**config.mk**
```make
export PLATFORM = sky130hd
export DESIGN_NAME = inst_fetch
export DESIGN_NICKNAME = d
export VERILOG_FILES = /design/src/rtl/inst_fetch.sv
export SDC_FILE = /design/constraint.sdc
export NUM_CORES = 1
export LEC_CHECK = 0
export BUFFER_PORTS_ARGS = -buffer_cell sky130_fd_sc_hd__buf_2
export CAP_MARGIN = 10
export CORE_MARGIN = 3
export CORE_UTILIZATION = 45
export DETAILED_ROUTE_END_ITERATION = 8
export GPL_ROUTABILITY_DRIVEN = 0
export PLACE_DENSITY = 0.66
export SKIP_LAST_GASP = 1
export SLEW_MARGIN = 30
export SYNTH_ARGS = -nofsm -noshare
export SYNTH_HDL_FRONTEND = slang
export SYNTH_SLANG_ARGS = --single-unit
```
**constraint.sdc**
```tcl
create_clock -name clk -period 5.8 [get_ports clk]
set_input_delay 0.87 -clock clk [delete_from_list [all_inputs] [get_ports clk]]
set_output_delay 0.87 -clock clk [all_outputs]
set_load 0.05 [all_outputs]
```
**src/rtl/inst_fetch.sv**
```systemverilog
// -----------------------------------------------------------------------------
// inst_fetch -- instruction fetch stage with a small fetch buffer.
//
// Issues word-addressed requests to instruction memory on behalf of decode,
// tracks outstanding requests in an in-order PC queue, and pairs each returned
// instruction word with its PC in a fetch buffer whose head is presented to
// decode. A flush empties the buffer and marks every outstanding request so
// its response is discarded when it returns.
//
// Ports:
//   clk            clock, rising edge
//   rst            synchronous reset, active low
//   stall          decode stall; head is not consumed while high
//   dec2if_i       {pc[31:2], pcValid} next fetch address and fetch enable
//   flush_i        redirect; discard buffered and in-flight instructions
//   imem_req_o     instruction memory request
//   imem_addr_o    request word address (pc[31:2])
//   imem_gnt_i     request accepted this cycle
//   imem_rvalid_i  response valid (responses return in request order)
//   imem_rdata_i   response instruction word
//   if2dec_o       {pc[31:2], inst32, instValid} buffer head to decode
//
// BUF_DEPTH must be a power of two and at least 2; it bounds the sum of
// buffered entries and outstanding requests.
// -----------------------------------------------------------------------------
package inst_fetch_pkg;
  typedef struct packed {
    logic [31:2] pc;
    logic        pcValid;
  } dec2ifPkt;

  typedef struct packed {
    logic [31:2] pc;
    logic [31:0] inst32;
    logic        instValid;
  } if2decPkt;
endpackage

module inst_fetch
  import inst_fetch_pkg::*;
#(
  parameter int BUF_DEPTH = 2
) (
  input  logic        clk,
  input  logic        rst,
  input  logic        stall,
  input  dec2ifPkt    dec2if_i,
  input  logic        flush_i,
  output logic        imem_req_o,
  output logic [29:0] imem_addr_o,
  input  logic        imem_gnt_i,
  input  logic        imem_rvalid_i,
  input  logic [31:0] imem_rdata_i,
  output if2decPkt    if2dec_o
);

  localparam int PW = $clog2(BUF_DEPTH);
  localparam int CW = PW + 1;
  localparam logic [CW:0] DEPTH_V = (CW + 1)'(BUF_DEPTH);

  // Request holding register: set when a request is raised but not granted
  // in the same cycle, so address and request stay stable until the grant.
  logic          req_pending_reg;
  logic [29:0]   req_addr_reg;

  // In-flight PC queue (oldest entry pairs with the next response).
  logic [29:0]   ifq_pc_reg [BUF_DEPTH];
  logic [PW-1:0] ifq_rd_reg;
  logic [PW-1:0] ifq_wr_reg;
  logic [CW-1:0] inflight_reg;
  // Number of oldest in-flight responses still to be thrown away after a flush.
  logic [CW-1:0] drop_reg;

  // Fetch buffer.
  logic [29:0]   buf_pc_reg   [BUF_DEPTH];
  logic [31:0]   buf_inst_reg [BUF_DEPTH];
  logic [PW-1:0] buf_rd_reg;
  logic [PW-1:0] buf_wr_reg;
  logic [CW-1:0] buf_count_reg;

  logic [CW:0]   occupancy;
  logic          req_start;
  logic          req_active;
  logic [29:0]   req_addr;
  logic          req_fire;
  logic          rsp_fire;
  logic          rsp_drop;
  logic          buf_push;
  logic          buf_pop;
  logic          head_valid;
  logic [CW-1:0] inflight_next;
  logic [CW-1:0] drop_next;

  always_comb begin
    // Dropped-but-outstanding responses stay in inflight_reg, so they keep
    // occupying a slot until they actually return.
    occupancy  = {1'b0, buf_count_reg} + {1'b0, inflight_reg};
    req_start  = rst && !req_pending_reg && dec2if_i.pcValid && !flush_i &&
                 (occupancy < DEPTH_V);
    req_active = rst && (req_pending_reg || req_start);
    req_addr   = req_pending_reg ? req_addr_reg : dec2if_i.pc;
    req_fire   = req_active && imem_gnt_i;

    // A response with nothing outstanding is a stray and is ignored.
    rsp_fire   = rst && imem_rvalid_i && (inflight_reg != '0);
    rsp_drop   = rsp_fire && (flush_i || (drop_reg != '0));
    buf_push   = rsp_fire && !rsp_drop;

    head_valid = rst && (buf_count_reg != '0);
    buf_pop    = head_valid && !stall && !flush_i;

    inflight_next = inflight_reg + CW'(req_fire) - CW'(rsp_fire);

    // On flush every request still outstanding after this edge (including
    // one granted now) must be discarded; a response arriving in the flush
    // cycle is already excluded by inflight_next.
    if (flush_i) begin
      drop_next = inflight_next;
    end else if (rsp_fire && (drop_reg != '0)) begin
      drop_next = drop_reg - CW'(1);
    end else begin
      drop_next = drop_reg;
    end
  end

  assign imem_req_o  = req_active;
  assign imem_addr_o = rst ? req_addr : '0;

  // Head is read straight from the buffer registers so an entry written on
  // edge N is visible in cycle N+1 without any rdata-to-output path.
  always_comb begin
    if2dec_o = '0;
    if (head_valid) begin
      if2dec_o.pc        = buf_pc_reg[buf_rd_reg];
      if2dec_o.inst32    = buf_inst_reg[buf_rd_reg];
      if2dec_o.instValid = 1'b1;
    end
  end

  always_ff @(posedge clk) begin
    if (!rst) begin
      req_pending_reg <= 1'b0;
      req_addr_reg    <= '0;
      ifq_rd_reg      <= '0;
      ifq_wr_reg      <= '0;
      inflight_reg    <= '0;
      drop_reg        <= '0;
      buf_rd_reg      <= '0;
      buf_wr_reg      <= '0;
      buf_count_reg   <= '0;
    end else begin
      if (req_start && !imem_gnt_i) begin
        req_pending_reg <= 1'b1;
        req_addr_reg    <= dec2if_i.pc;
      end else if (req_fire) begin
        req_pending_reg <= 1'b0;
      end

      if (req_fire) begin
        ifq_wr_reg <= ifq_wr_reg + PW'(1);
      end
      if (rsp_fire) begin
        ifq_rd_reg <= ifq_rd_reg + PW'(1);
      end
      inflight_reg <= inflight_next;
      drop_reg     <= drop_next;

      if (flush_i) begin
        buf_rd_reg    <= '0;
        buf_wr_reg    <= '0;
        buf_count_reg <= '0;
      end else begin
        if (buf_push) begin
          buf_wr_reg <= buf_wr_reg + PW'(1);
        end
        if (buf_pop) begin
          buf_rd_reg <= buf_rd_reg + PW'(1);
        end
        buf_count_reg <= buf_count_reg + CW'(buf_push) - CW'(buf_pop);
      end
    end
  end

  // Storage arrays carry no reset; validity comes from the counters above.
  always_ff @(posedge clk) begin
    if (req_fire) begin
      ifq_pc_reg[ifq_wr_reg] <= req_addr;
    end
    if (buf_push) begin
      buf_pc_reg[buf_wr_reg]   <= ifq_pc_reg[ifq_rd_reg];
      buf_inst_reg[buf_wr_reg] <= imem_rdata_i;
    end
  end

endmodule

```
# --- Yosys cells after proc, flatten, opt, wreduce, memory -nomap -nowiden ---
# Memory sizes are Yosys's and may differ from the RTL's. A register that Yosys moved wholly into a read port is not among the register bits.
# Cells that the tools add are included.
totals:
  regBits: 41
  ram_bits: 184
  output_inout_bits: 94
  word_cells: 69
  memories: 3
op_classes:
  add_sub_neg: 10
  magnitude_cmp: 1
  muxes: 17
  bitwise_logic: 1
  n_reduce_logical: 28
memory_table:
  columns: ["memory", "words", "word_bits", "rd", "rd_clocked_by_memory_dff", "write_ports", "line_no", "source"]
  rows:
  - ["buf_inst_reg", 2, 32, 1, 1, 1, "76", "logic [31:0] buf_inst_reg [BUF_DEPTH];"]
  - ["buf_pc_reg", 2, 30, 1, 1, 1, "75", "logic [29:0] buf_pc_reg [BUF_DEPTH];"]
  - ["ifq_pc_reg", 2, 30, 1, 1, 1, "67", "logic [29:0] ifq_pc_reg [BUF_DEPTH];"]
ops:
  columns: ["op", "count"]
  rows:
  - ["$mux W63", 1]
  - ["$mux W30", 2]
  - ["$logic_and A1 B1 Y1", 15]
  - ["$mux W1", 12]
  - ["$reduce_bool A2 Y1", 5]
  - ["$logic_not A1 Y1", 5]
  - ["$add A1 B1 Y1 const B", 4]
  - ["$add A2 B1 Y2", 2]
  - ["$mux W2", 2]
  - ["$sub A2 B1 Y2", 2]
  - ["$add A2 B2 Y3", 1]
  - ["$lt A3 B2 Y1 const B", 1]
  - ["$logic_or A1 B1 Y1", 2]
  - ["$reduce_or A2 Y1", 1]
  - ["$sub A2 B1 Y2 const B", 1]
  - ["$not A1 Y1", 1]

# --- Longest topological paths before layout ---
# Gate-level depths: netlist of the first run.
depth:
  depth_word: 11
  depth_mapped: 10

# --- Least setup slack after synthesis of the first run ---
# OpenSTA, ideal clock, no wires.
synth_path:
  kind: "input to register"
  from: "input port rst"
  to: "memory buf_inst_reg[1][0], enable pin"
  setup_time_ps: 482
  t_arrival_ps: 3974
  required_time_ps: 5318
  setup_slack_ps: 1344
  path_stages: 5
  path_buffers: 1
  path_cell_list: "buf_2 -> o211ai_1 -> inv_1 -> nand3_1 -> nor2_1"
synth_via:
  elab_chain_len: 7
synth_lines:
  columns: ["element", "line_no", "source"]
  rows:
  - ["from (decl)", "45", "input logic rst,"]
  - ["$logic_and A1 B1 Y1 * (2 in a row)", "105", "rsp_fire = rst && imem_rvalid_i && (inflight_reg != '0);"]
  - ["named net rsp_fire", "86", "logic rsp_fire;"]
  - ["$logic_and A1 B1 Y1", "106", "rsp_drop = rsp_fire && (flush_i || (drop_reg != '0));"]
  - ["$logic_not A1 Y1", "107", "buf_push = rsp_fire && !rsp_drop;"]
  - ["$logic_and A1 B1 Y1 *", "107", null]
  - ["$mux W1 *", "189", "if (buf_push) begin"]
  - ["$mux W1 (not written as such) *", "191", "buf_inst_reg[buf_wr_reg] <= imem_rdata_i;"]
  - ["to (decl)", "76", null]
# Mark *: on every way through the listed nets, which the timed path passes. The rest lies on a longest branch.

# --- Worst setup path in the final report of the first run ---
layout_path:
  from: "register buf_count_reg[0]"
  to: "output port imem_req_o"
layout_via:
  elab_chain_len: 5
layout_lines:
  columns: ["element", "line_no", "source"]
  rows:
  - ["from (decl)", "79", "logic [CW-1:0] buf_count_reg;"]
  - ["from (signal assigned)", "179", "buf_count_reg <= buf_count_reg + CW'(buf_push) - CW'(buf_pop);"]
  - ["$add A2 B2 Y3", "97", "occupancy = {1'b0, buf_count_reg} + {1'b0, inflight_reg};"]
  - ["$lt A3 B2 Y1", "99", "(occupancy < DEPTH_V);"]
  - ["$logic_and A1 B1 Y1", "98", "req_start = rst && !req_pending_reg && dec2if_i.pcValid && !flush_i &&"]
  - ["$logic_or A1 B1 Y1", "100", "req_active = rst && (req_pending_reg || req_start);"]
  - ["$logic_and A1 B1 Y1", "100", null]
  - ["to (decl)", "49", "output logic imem_req_o,"]
# Every way passes these cells.

==> run_results.csv, run 1 <==
group,metric,value,unit
sta,finalCritPeriodShare,64.9,%
clock_network,post_cts_buffers,0,
routing,drtIter0Drc,366,
routing,drtAntennaViolNets,0,
hold_path,min_path_type,"flop to flop",
grt,grt_max_degree,72,
final_layout,finish.net_count,862,
synthesis,syn_inst,635,
job,max_cap_viol_count,0,
critical_path,worstSetupStartpoint,"buf_count_reg[0]",
die,chipWidth,149,um
clock_network,ctsHoldBuffers,0,
synthesis,async_reset_ff_share,0,%
routing,wirelength,19600,um
grt,grt_pass1_vias,5726,
sta,drv_slew,0,
place,dp_hpwl,12800,um
clock_network,h-tree-depth,1,
status,status,"completed",
synthesis,ys_seq_elements,227,
grt,grt_overflow_total,0,
power_and_ir_drop,p_leak,4.03,nW
die,rows,51,
sta,finalHoldViolations,0,
final_layout,area_growth,19.4,%
synthesis,synth_top_cell_area_share,59.6,%
power_and_ir_drop,vdd.ir_drop.worst,0.241,mV
grt,track_usage,17.2,%
sta,finalCriticalPeriod,3.76,ns
clock_network,clk_pin_slew,0.06,ns
synthesis,synth.avg_cell_area,14.6,sq um
sta,setup_tns,0,ns
clock_network,worstSkewPairLatency,0.50,ns
sta,finalSetupViolations,0,
synthesis,synth_flop_cell,"edfxtp_1",
critical_path,required,4.93,ns
die,io_pins,163,
die,coreArea,0.0198,sq mm
routing,route.detailed.drc,0,
clock_network,post_cts_resize_count,0,
critical_path,reg2reg_depth,10,
final_layout,largest_reg_flops,64,
synthesis,yosys.area.top_type,"edfxtp_1",
sta,rsz0062_at_grt,"false",
clock_network,root_buffer,"clkbuf_16",
synthesis,syn-cell-area,0.00926,sq mm
critical_path,r2r_start,"buf_count_reg[0]",
routing,firstDrtPassIters,5,
routing,wl_per_cell,18.3,um
sta,tightestPinTransition,0.976,ns
power_and_ir_drop,power.density,313,mW/mm^2
sta,fin_worst_skew,0.00874,ns
die,die_h,149,um
critical_path,worst-setup-path-type,"flop to output port",
clock_network,numCtsBuffers,23,
critical_path,rrSetupSlack,2.38,ns
synthesis,synth.area.top_cells,"edfxtp_1, dfxtp_1, mux2_2",
critical_path,critical_path.endpoint,"imem_req_o",
hold_path,min_delay_path_depth,2,
routing,via_count,5552,
sta,max-slew-margin-rel,35.0,%
sta,max_freq,266,MHz
final_layout,fill_cells,1618,
critical_path,crit_path_max_fanout,16,
die,dieArea,0.0223,sq mm
clock_network,clk_path_buf_depth,3,
synthesis,synth_edf_count,184,
clock_network,cts_sinks,227,
critical_path,crit_arrival,2.89,ns
die,start_util,46.7,%
grt,antenna_found_initial,1,
synthesis,syn_nets,710,
synthesis,ys_warn_count,0,
final_layout,drive_gt1_share,34.3,%
routing,vias_per_cell,5.19,
final_layout,multi_input_area,0.00267,sq mm
place,numPortBuffers,162,
critical_path,cp-end-kind,"output port",
final_layout,area.sequential,0.00639,sq mm
synthesis,ys_types,36,
synthesis,seq_area_frac_synth,68.9,%
grt,grt_pass1_wl,30200,um
clock_network,cts_tree,"yes",
critical_path,r2r-end,"drop_reg[1]",
power_and_ir_drop,power.total,3.46,mW
critical_path,start_kind,"flop",
-- cell usage after synthesis, drive strengths merged (5+ instances only) --
library cell	instances
inv	11
mux2	60
dfxtp	43
nor2	70
buf	21
a21boi	30
clkbuf	20
ha	5
edfxtp	184
and2	35
o21ai	36
nand3	32
mux2i	62
-- worst min-delay path by stage --
stage | start | end
after floorplan | req_addr_reg[0] | req_addr_reg[0]
after detailed placement | req_addr_reg[4] | req_addr_reg[4]
final | req_addr_reg[4] | req_addr_reg[4]
after global routing | req_addr_reg[6] | req_addr_reg[6]
after global placement | req_addr_reg[17] | req_addr_reg[17]
after CTS | req_addr_reg[4] | req_addr_reg[4]
-- power breakdown --
part,total (mW),leakage (nW),switching [mW],internal (mW)
Clock,1.43,0.366,0.579,0.846
Sequential,1.81,2.01,0.0200,1.79
Combinational,0.230,1.65,0.145,0.0845
-- cell usage in the layout (no fill, tap or decap), types with 3 or more instances in the layout --
cell type	netlist	layout
mux2i_1	62	62
buf_4	1	5
dfxtp_1	43	40
clkinv_2	0	7
buf_2	17	161
inv_1	11	10
o21ai_0	5	5
nand3_1	32	32
nor2_4	0	3
mux2_2	60	60
clkbuf_1	20	5
edfxtp_1	184	184
nor2_1	70	67
ha_1	5	5
clkbuf_16	0	23
a21boi_1	30	30
o21ai_1	31	30
and2_1	35	35
-- per-layer routing --
metal  GRT usage [%]  vias to the layer above  wire length, um
li1                -                     2638                -
met1            22.8                     2700             8330
met2            29.7                      186             9520
met3            3.30                       26             1400
met4            3.43                        2              345
met5               0                        -               11
-- layout make-up --
type	instances	share of cell area [%]
sequential	227	57.8
multi-input combinational	356	24.1
timing repair buffer	168	8.05
clock buffer	30	5.62
tap	265	3.00
clock inverter	12	1.04
inverter	11	0.373
antenna	1	0.0226
-- kinds of logic (layout without fill, tap and decap cells) --
family	Yosys count	after routing	synth area share, %
multiplexers	122	122	14.0
other	0	1	0
AND/OR/NAND/NOR	148	148	7.90
AO/OA/AOI/OAI	76	76	5.13
XOR/XNOR	4	4	0.527
flip-flops	227	227	68.9
buffers and inverters	52	221	2.62
adder cells (fa/ha/maj)	6	6	0.891
-- worst max-delay path, cell delays in order (launching register included) --
cell	delay (ns)
dfxtp_1	0.43
and2_1	0.18
fa_1	0.47
nor4b_4	0.82
o21a_1	0.22
buf_2	0.28
-- stage by stage --
stage               setup WS, ns  std cells  cell area (sq um)  hold slack (ns)  utilization [%]
floorplan                   1.34        635               9260            0.454                -
global placement            1.98       1025              10300            0.461             51.8
detailed placement          1.78       1026              10300            0.469             51.9
CTS                         2.01       1068              11000            0.479             55.6
global route                1.88       1069              11100            0.500             55.7
finish                      2.04       1070              11100            0.478             55.8
No activity file was read; power rests on OpenSTA's default activity.
==> inputs of run 2 (changes only) <==
--- a/config.mk
+++ b/config.mk
@@ -5,6 +5,7 @@
 export SDC_FILE = /design/constraint.sdc
 export NUM_CORES = 1
 export LEC_CHECK = 0
+export ABC_AREA = 1
 export BUFFER_PORTS_ARGS = -buffer_cell sky130_fd_sc_hd__buf_2
 export CAP_MARGIN = 10
 export CORE_MARGIN = 3
==> constraint.sdc (replaced) <==
create_clock -name clk -period 3.76 [get_ports clk]
set_input_delay 0.564 -clock clk [delete_from_list [all_inputs] [get_ports clk]]
set_output_delay 0.564 -clock clk [all_outputs]
set_load 0.05 [all_outputs]
==> run 2 against run 1 <==
Via count up 4.8%. Clock power is 57% higher. Worst hold slack worse by 0.23 ns. Power grew 53%. Sequential cell count is the same. Critical path type unchanged. First-iteration DRC count fell by 39%. Highest routed layer is now met4. Clock-buffer cell count up 5. Area after synthesis increased by 1.6%. Sequential share of layout area decreased by 1.0 points. Largest power group unchanged. Critical endpoint is now imem_addr_o[4]. Clock skew rose by 0.0021 ns.
==> run_results.csv, run 2 <==
group,metric,value,unit
die,die_h,151,um
final_layout,antenna_cells,0,
routing,drtAntennaViolNets,0,
critical_path,crit_path_max_fanout,30,
critical_path,start_kind,"flop",
critical_path,r2r-end,"drop_reg[1]",
die,io_pins,163,
synthesis,synth.area.top_cells,"edfxtp_1, mux2_2, dfxtp_1",
final_layout,area.sequential,0.00639,sq mm
sta,worst_hold_slack,0.252,ns
final_layout,utilization,55.3,%
die,chipWidth,151,um
routing,firstDrtPassIters,4,
critical_path,crit_arrival,2.25,ns
critical_path,reg2reg_depth,16,
critical_path,worstSetupStartpoint,"req_pending_reg",
die,start_util,46.2,%
critical_path,required,3.20,ns
critical_path,cp-end-kind,"output port",
final_layout,finish.net_count,1014,
grt,grt_max_degree,64,
clock_network,ctsHoldBuffers,0,
job,max_cap_viol_count,0,
place,dp_hpwl,11600,um
power_and_ir_drop,power.density,469,mW/mm^2
clock_network,cts_tree,"yes",
status,status,"completed",
hold_path,min_delay_path_depth,1,
final_layout,fin_area,0.0113,sq mm
grt,grt_pass1_vias,5633,
clock_network,clk_pin_slew,0.06,ns
hold_path,worstHoldEndpoint,"buf_inst_reg[1][29]",
sta,finalCritPeriodShare,74.9,%
synthesis,async_reset_ff_share,0,%
routing,wl_per_cell,14.9,um
synthesis,syn_inst,776,
synthesis,synth_most_common_cell,"edfxtp_1",
critical_path,worst-setup-path-type,"flop to output port",
sta,max-slew-margin-rel,39.9,%
synthesis,syn_nets,851,
die,dieArea,0.0227,sq mm
clock_network,numCtsBuffers,24,
critical_path,r2r_start,"buf_count_reg[0]",
place,numPortBuffers,162,
clock_network,post_cts_buffers,0,
final_layout,multi_input_area,0.00253,sq mm
sta,finalSetupViolations,0,
synthesis,synth_flop_cell,"edfxtp_1",
synthesis,synth_edf_count,184,
sta,finalHoldViolations,0,
clock_network,h-tree-depth,1,
synthesis,ys_top_cells_by_count,"edfxtp_1, nand2_1, mux2_2",
synthesis,syn-cell-area,0.00942,sq mm
sta,finalCriticalPeriod,2.82,ns
grt,track_usage,16.0,%
clock_network,worstSkewPairLatency,0.50,ns
grt,antenna_found_initial,0,
routing,vias_per_cell,4.74,
final_layout,layout_commonest_cell,"edfxtp_1",
sta,max_freq,355,MHz
final_layout,most-common-layout-cells,"edfxtp_1, nand2_1, buf_2",
clock_network,clk_path_buf_depth,3,
grt,grt_overflow_total,0,
synthesis,synth_top_cell_area_share,58.7,%
synthesis,ys_seq_elements,227,
synthesis,ys_warn_count,0,
sta,fin_worst_skew,0.0108,ns
power_and_ir_drop,p_leak,4.96,nW
power_and_ir_drop,vdd.ir_drop.worst,0.341,mV
sta,rsz0062_at_grt,"false",
synthesis,seq_area_frac_synth,67.8,%
final_layout,drive_gt1_share,32.6,%
clock_network,cts_sinks,227,
clock_network,post_cts_resize_count,0,
routing,wirelength,18300,um
synthesis,yosys.area.top_type,"edfxtp_1",
hold_path,min_path_type,"input port to flop",
sta,tightestPinTransition,0.901,ns
power_and_ir_drop,power.total,5.28,mW
sta,drv_slew,0,
final_layout,area_growth,19.6,%
synthesis,ys_types,25,
die,coreArea,0.0204,sq mm
routing,via_count,5819,
grt,grt_pass1_wl,28800,um
routing,drtIter0Drc,223,
clock_network,root_buffer,"clkbuf_16",
place,placed_area,0.0105,sq mm
routing,route.detailed.drc,0,
synthesis,synth.avg_cell_area,12.1,sq um
final_layout,fill_cells,1772,
final_layout,largest_reg_flops,64,
critical_path,rrSetupSlack,1.18,ns
die,rows,52,
hold_path,holdCritStartpoint,"imem_rdata_i[29]",
[run 2: how the worst max path moves through the flow]
stage	to	slack (ns)	depth (start not counted)
2_1_floorplan	buf_inst_reg[0][0]	-0.27	4
3_3_place_gp	if2dec_o[60]	1.18	7
3_5_place_dp	if2dec_o[60]	1.17	7
4_1_cts	if2dec_o[60]	0.91	4
5_1_grt	imem_addr_o[4]	0.79	6
6_report	imem_addr_o[4]	0.94	6
[run 2: kinds of logic after synthesis]
group	Yosys count	synth area share (%)
xor gates and xnor gates	4	0.372
adders and majority gates	6	0.877
muxes	92	11.0
AOI/OAI and AO/OA	68	3.61
DFF	227	67.8
and+or+nand+nor	258	10.7
buffers and inverters	121	5.57
[run 2: per-stage QoR]
stage                     setup WS, ns  cells  setup TNS [ns]
final                            0.944   1227               0
after global routing             0.785   1227               0
after CTS                        0.908   1227               0
after detailed placement          1.17   1183               0
after global placement            1.18   1183               0
after floorplan                 -0.266    776          -33.02
[run 2: where the power goes]
| group | internal, mW | total, mW | switching (mW) |
|---|---|---|---|
| Sequential | 2.74 | 2.76 | 0.0180 |
| Combinational | 0.0878 | 0.277 | 0.189 |
| Clock | 1.36 | 2.25 | 0.887 |
[run 2: critical path, cell delays in order (launching register included)]
cell     delay [ns]
dfxtp_1        0.40
buf_4          0.27
inv_1          0.10
buf_4          0.34
nand2_1        0.12
a21oi_1        0.21
buf_2          0.30
[run 2: metal layers]
layer  wire length [um]  GRT usage [%]
met1               8170           21.2
met2               8570           27.0
met3               1300           3.25
met4                287           3.99
met5                  0              0
[run 2: area by class of cell]
class,count,share of cell area (%)
tap,270,3.00
inverter,85,2.83
clock inverter,9,0.867
multi-input combinational,428,22.5
clock buffer,35,5.89
sequential,227,56.8
timing repair buffer,173,8.16
==> inputs of run 3 (changes only) <==
--- a/config.mk
+++ b/config.mk
@@ -12,7 +12,7 @@
 export CORE_UTILIZATION = 45
 export DETAILED_ROUTE_END_ITERATION = 8
 export GPL_ROUTABILITY_DRIVEN = 0
-export PLACE_DENSITY = 0.66
+export PLACE_DENSITY = 0.69
 export SKIP_LAST_GASP = 1
 export SLEW_MARGIN = 30
 export SYNTH_ARGS = -nofsm -noshare
==> constraint.sdc (replaced) <==
create_clock -name clk -period 2.35 [get_ports clk]
set_input_delay 0.3525 -clock clk [delete_from_list [all_inputs] [get_ports clk]]
set_output_delay 0.3525 -clock clk [all_outputs]
set_load 0.05 [all_outputs]
==> run 3 against run 2 <==
The flow now finishes with violations (setup timing). Global-route usage up 0.74 points. Combinational power increased by 76%. Sequential power grew 59%. Clock-buffer cell count fell by 4. Register-to-register slack worse by 1.2 ns. Non-clock buffer count is 18 higher. Worst hold slack worse by 0.21 ns. Sequential cell count stayed put. Largest power group unchanged. Highest routed layer unchanged.
==> run_results.csv, run 3 (synthesis results as in run 2) <==
group,metric,value,unit
status,status,"finished, violations left",
status,violations,"setup timing",
hold_path,min_delay_path_depth,1,
critical_path,r2r_start,"buf_count_reg[0]",
sta,max_freq,420,MHz
critical_path,start_kind,"flop",
clock_network,root_buffer,"clkbuf_16",
routing,vias_per_cell,4.84,
clock_network,h-tree-depth,1,
critical_path,crit_path_cell_trace,"nand2_2 > inv_2 > fa_1 > nor2_2 > nand3_2 > nand2_2 > buf_6 > nand2_4 > inv_2 > buf_8",
final_layout,largest_reg_flops,64,
critical_path,required,2.00,ns
hold_path,worstHoldEndpoint,"buf_inst_reg[1][5]",
routing,route.detailed.drc,0,
critical_path,cpPeakStageDelay,0.45,ns
critical_path,reg2reg_depth,16,
critical_path,critPathBufInv,4,
sta,drv_slew,0,
die,coreArea,0.0204,sq mm
hold_path,min_path_type,"input port to flop",
final_layout,area.sequential,0.00639,sq mm
sta,fin_ws,-0.0311,ns
grt,grt_max_degree,64,
power_and_ir_drop,vdd.ir_drop.worst,0.552,mV
routing,wl_per_cell,15.4,um
sta,finalCriticalPeriod,2.38,ns
clock_network,ctsHoldBuffers,0,
critical_path,critical_path.slowest_cell,"fa_1",
clock_network,numCtsBuffers,23,
critical_path,crit_arrival,2.03,ns
clock_network,worstSkewPairLatency,0.50,ns
critical_path,crit_path_max_fanout,2,
final_layout,layout_commonest_cell,"edfxtp_1",
final_layout,antenna_cells,0,
final_layout,finish.net_count,1031,
die,start_util,46.2,%
power_and_ir_drop,p_leak,5.12,nW
sta,setup_tns,-0.0311,ns
sta,max-slew-margin-rel,60.2,%
critical_path,rrSetupSlack,0.02,ns
clock_network,cts_tree,"yes",
final_layout,drive_gt1_share,35.4,%
clock_network,clk_path_buf_depth,3,
clock_network,clk_pin_slew,0.06,ns
die,dieArea,0.0227,sq mm
final_layout,area_growth,24.5,%
routing,firstDrtPassIters,4,
grt,track_usage,16.7,%
grt,grt_overflow_total,0,
sta,tightestPinTransition,0.596,ns
sta,finalHoldViolations,0,
power_and_ir_drop,power.density,731,mW/mm^2
place,numPortBuffers,162,
critical_path,cp-end-kind,"output port",
sta,rsz0062_at_grt,"true",
routing,drtAntennaViolNets,0,
grt,grt_pass1_vias,5926,
grt,antenna_found_initial,0,
clock_network,cts_sinks,227,
critical_path,critPathTopFamily,"adder cells",
final_layout,multi_input_area,0.00259,sq mm
die,die_h,151,um
grt,grt_pass1_wl,30000,um
critical_path,r2r-end,"drop_reg[1]",
final_layout,most-common-layout-cells,"edfxtp_1, nand2_1, buf_2",
die,io_pins,163,
critical_path,worst-setup-path-type,"flop to output port",
sta,finalCritPeriodShare,101,%
place,dp_hpwl,12000,um
sta,fin_worst_skew,0.00548,ns
final_layout,fill_cells,1694,
job,max_cap_viol_count,0,
routing,drtIter0Drc,334,
sta,finalSetupViolations,1,
hold_path,holdCritStartpoint,"imem_rdata_i[5]",
die,chipWidth,151,um
routing,wirelength,19200,um
power_and_ir_drop,power.total,8.57,mW
die,rows,52,
routing,via_count,6009,
-- run 3: cell count changes in the layout (fill, tap and decap cells not counted), sizes merged --
cell / before / now
buf: 173 / 190
clkbuf: 35 / 32
clkinv: 6 / 7
clkinvlp: 1 / 0
bufinv: 2 / 3
-- run 3: cell type report --
| type | instances | area share [%] |
|---|---|---|
| clock buffer | 31 | 5.59 |
| clock inverter | 10 | 1.03 |
| inverter | 85 | 2.72 |
| multi-input combinational | 428 | 22.1 |
| sequential | 227 | 54.5 |
| tap | 270 | 2.88 |
| timing repair buffer | 191 | 11.2 |
-- run 3: where the power goes --
| group | switching (mW) | leakage [nW] | internal (mW) |
|---|---|---|---|
| clock network | 1.41 | 0.386 | 2.27 |
| registers | 0.0156 | 2.01 | 4.38 |
| logic | 0.328 | 2.72 | 0.161 |
-- run 3: worst max path at each step --
stage,endpoint,from,cells past startpoint,slack [ns]
finish,imem_req_o,buf_count_reg[0],10,-0.03
CTS,imem_req_o,buf_count_reg[0],10,-0.08
detailed placement,drop_reg[1],buf_count_reg[0],16,-0.02
global placement,drop_reg[1],buf_count_reg[0],16,0.04
global route,drop_reg[1],buf_count_reg[0],16,-0.14
floorplan,buf_inst_reg[1][0],rst,4,-0.46
-- run 3: layer usage --
layer	GRT usage [%]	part of all wire, %	vias to the layer above
met5	0	0	-
met3	2.53	6.4	28
met1	22.1	44	2827
met4	4.58	1.9	0
li1	-	-	2967
met2	28.8	48	187
-- run 3: what timing repair did --
action / in CTS / in global routing
endpoints found under the setup margin: 2 / 6
pin swaps: 7 / 8
buffers inserted: 1 / 3
gates cloned: 0 / 1
resized for setup: 14 / 6
-- run 3: metrics by stage --
stage / util [%] / instance area (sq um) / hold slack [ns] / cells / setup slack [ns]
detailed placement: 53.2 / 10800 / 0.466 / 1196 / -0.0184
floorplan: - / 9430 / 0.425 / 776 / -0.461
global placement: 53.2 / 10800 / 0.456 / 1196 / 0.0385
CTS: 57.2 / 11700 / 0.0225 / 1238 / -0.0758
global route: 57.6 / 11700 / 0.0143 / 1242 / -0.137
finish: 57.6 / 11700 / 0.0431 / 1242 / -0.0311
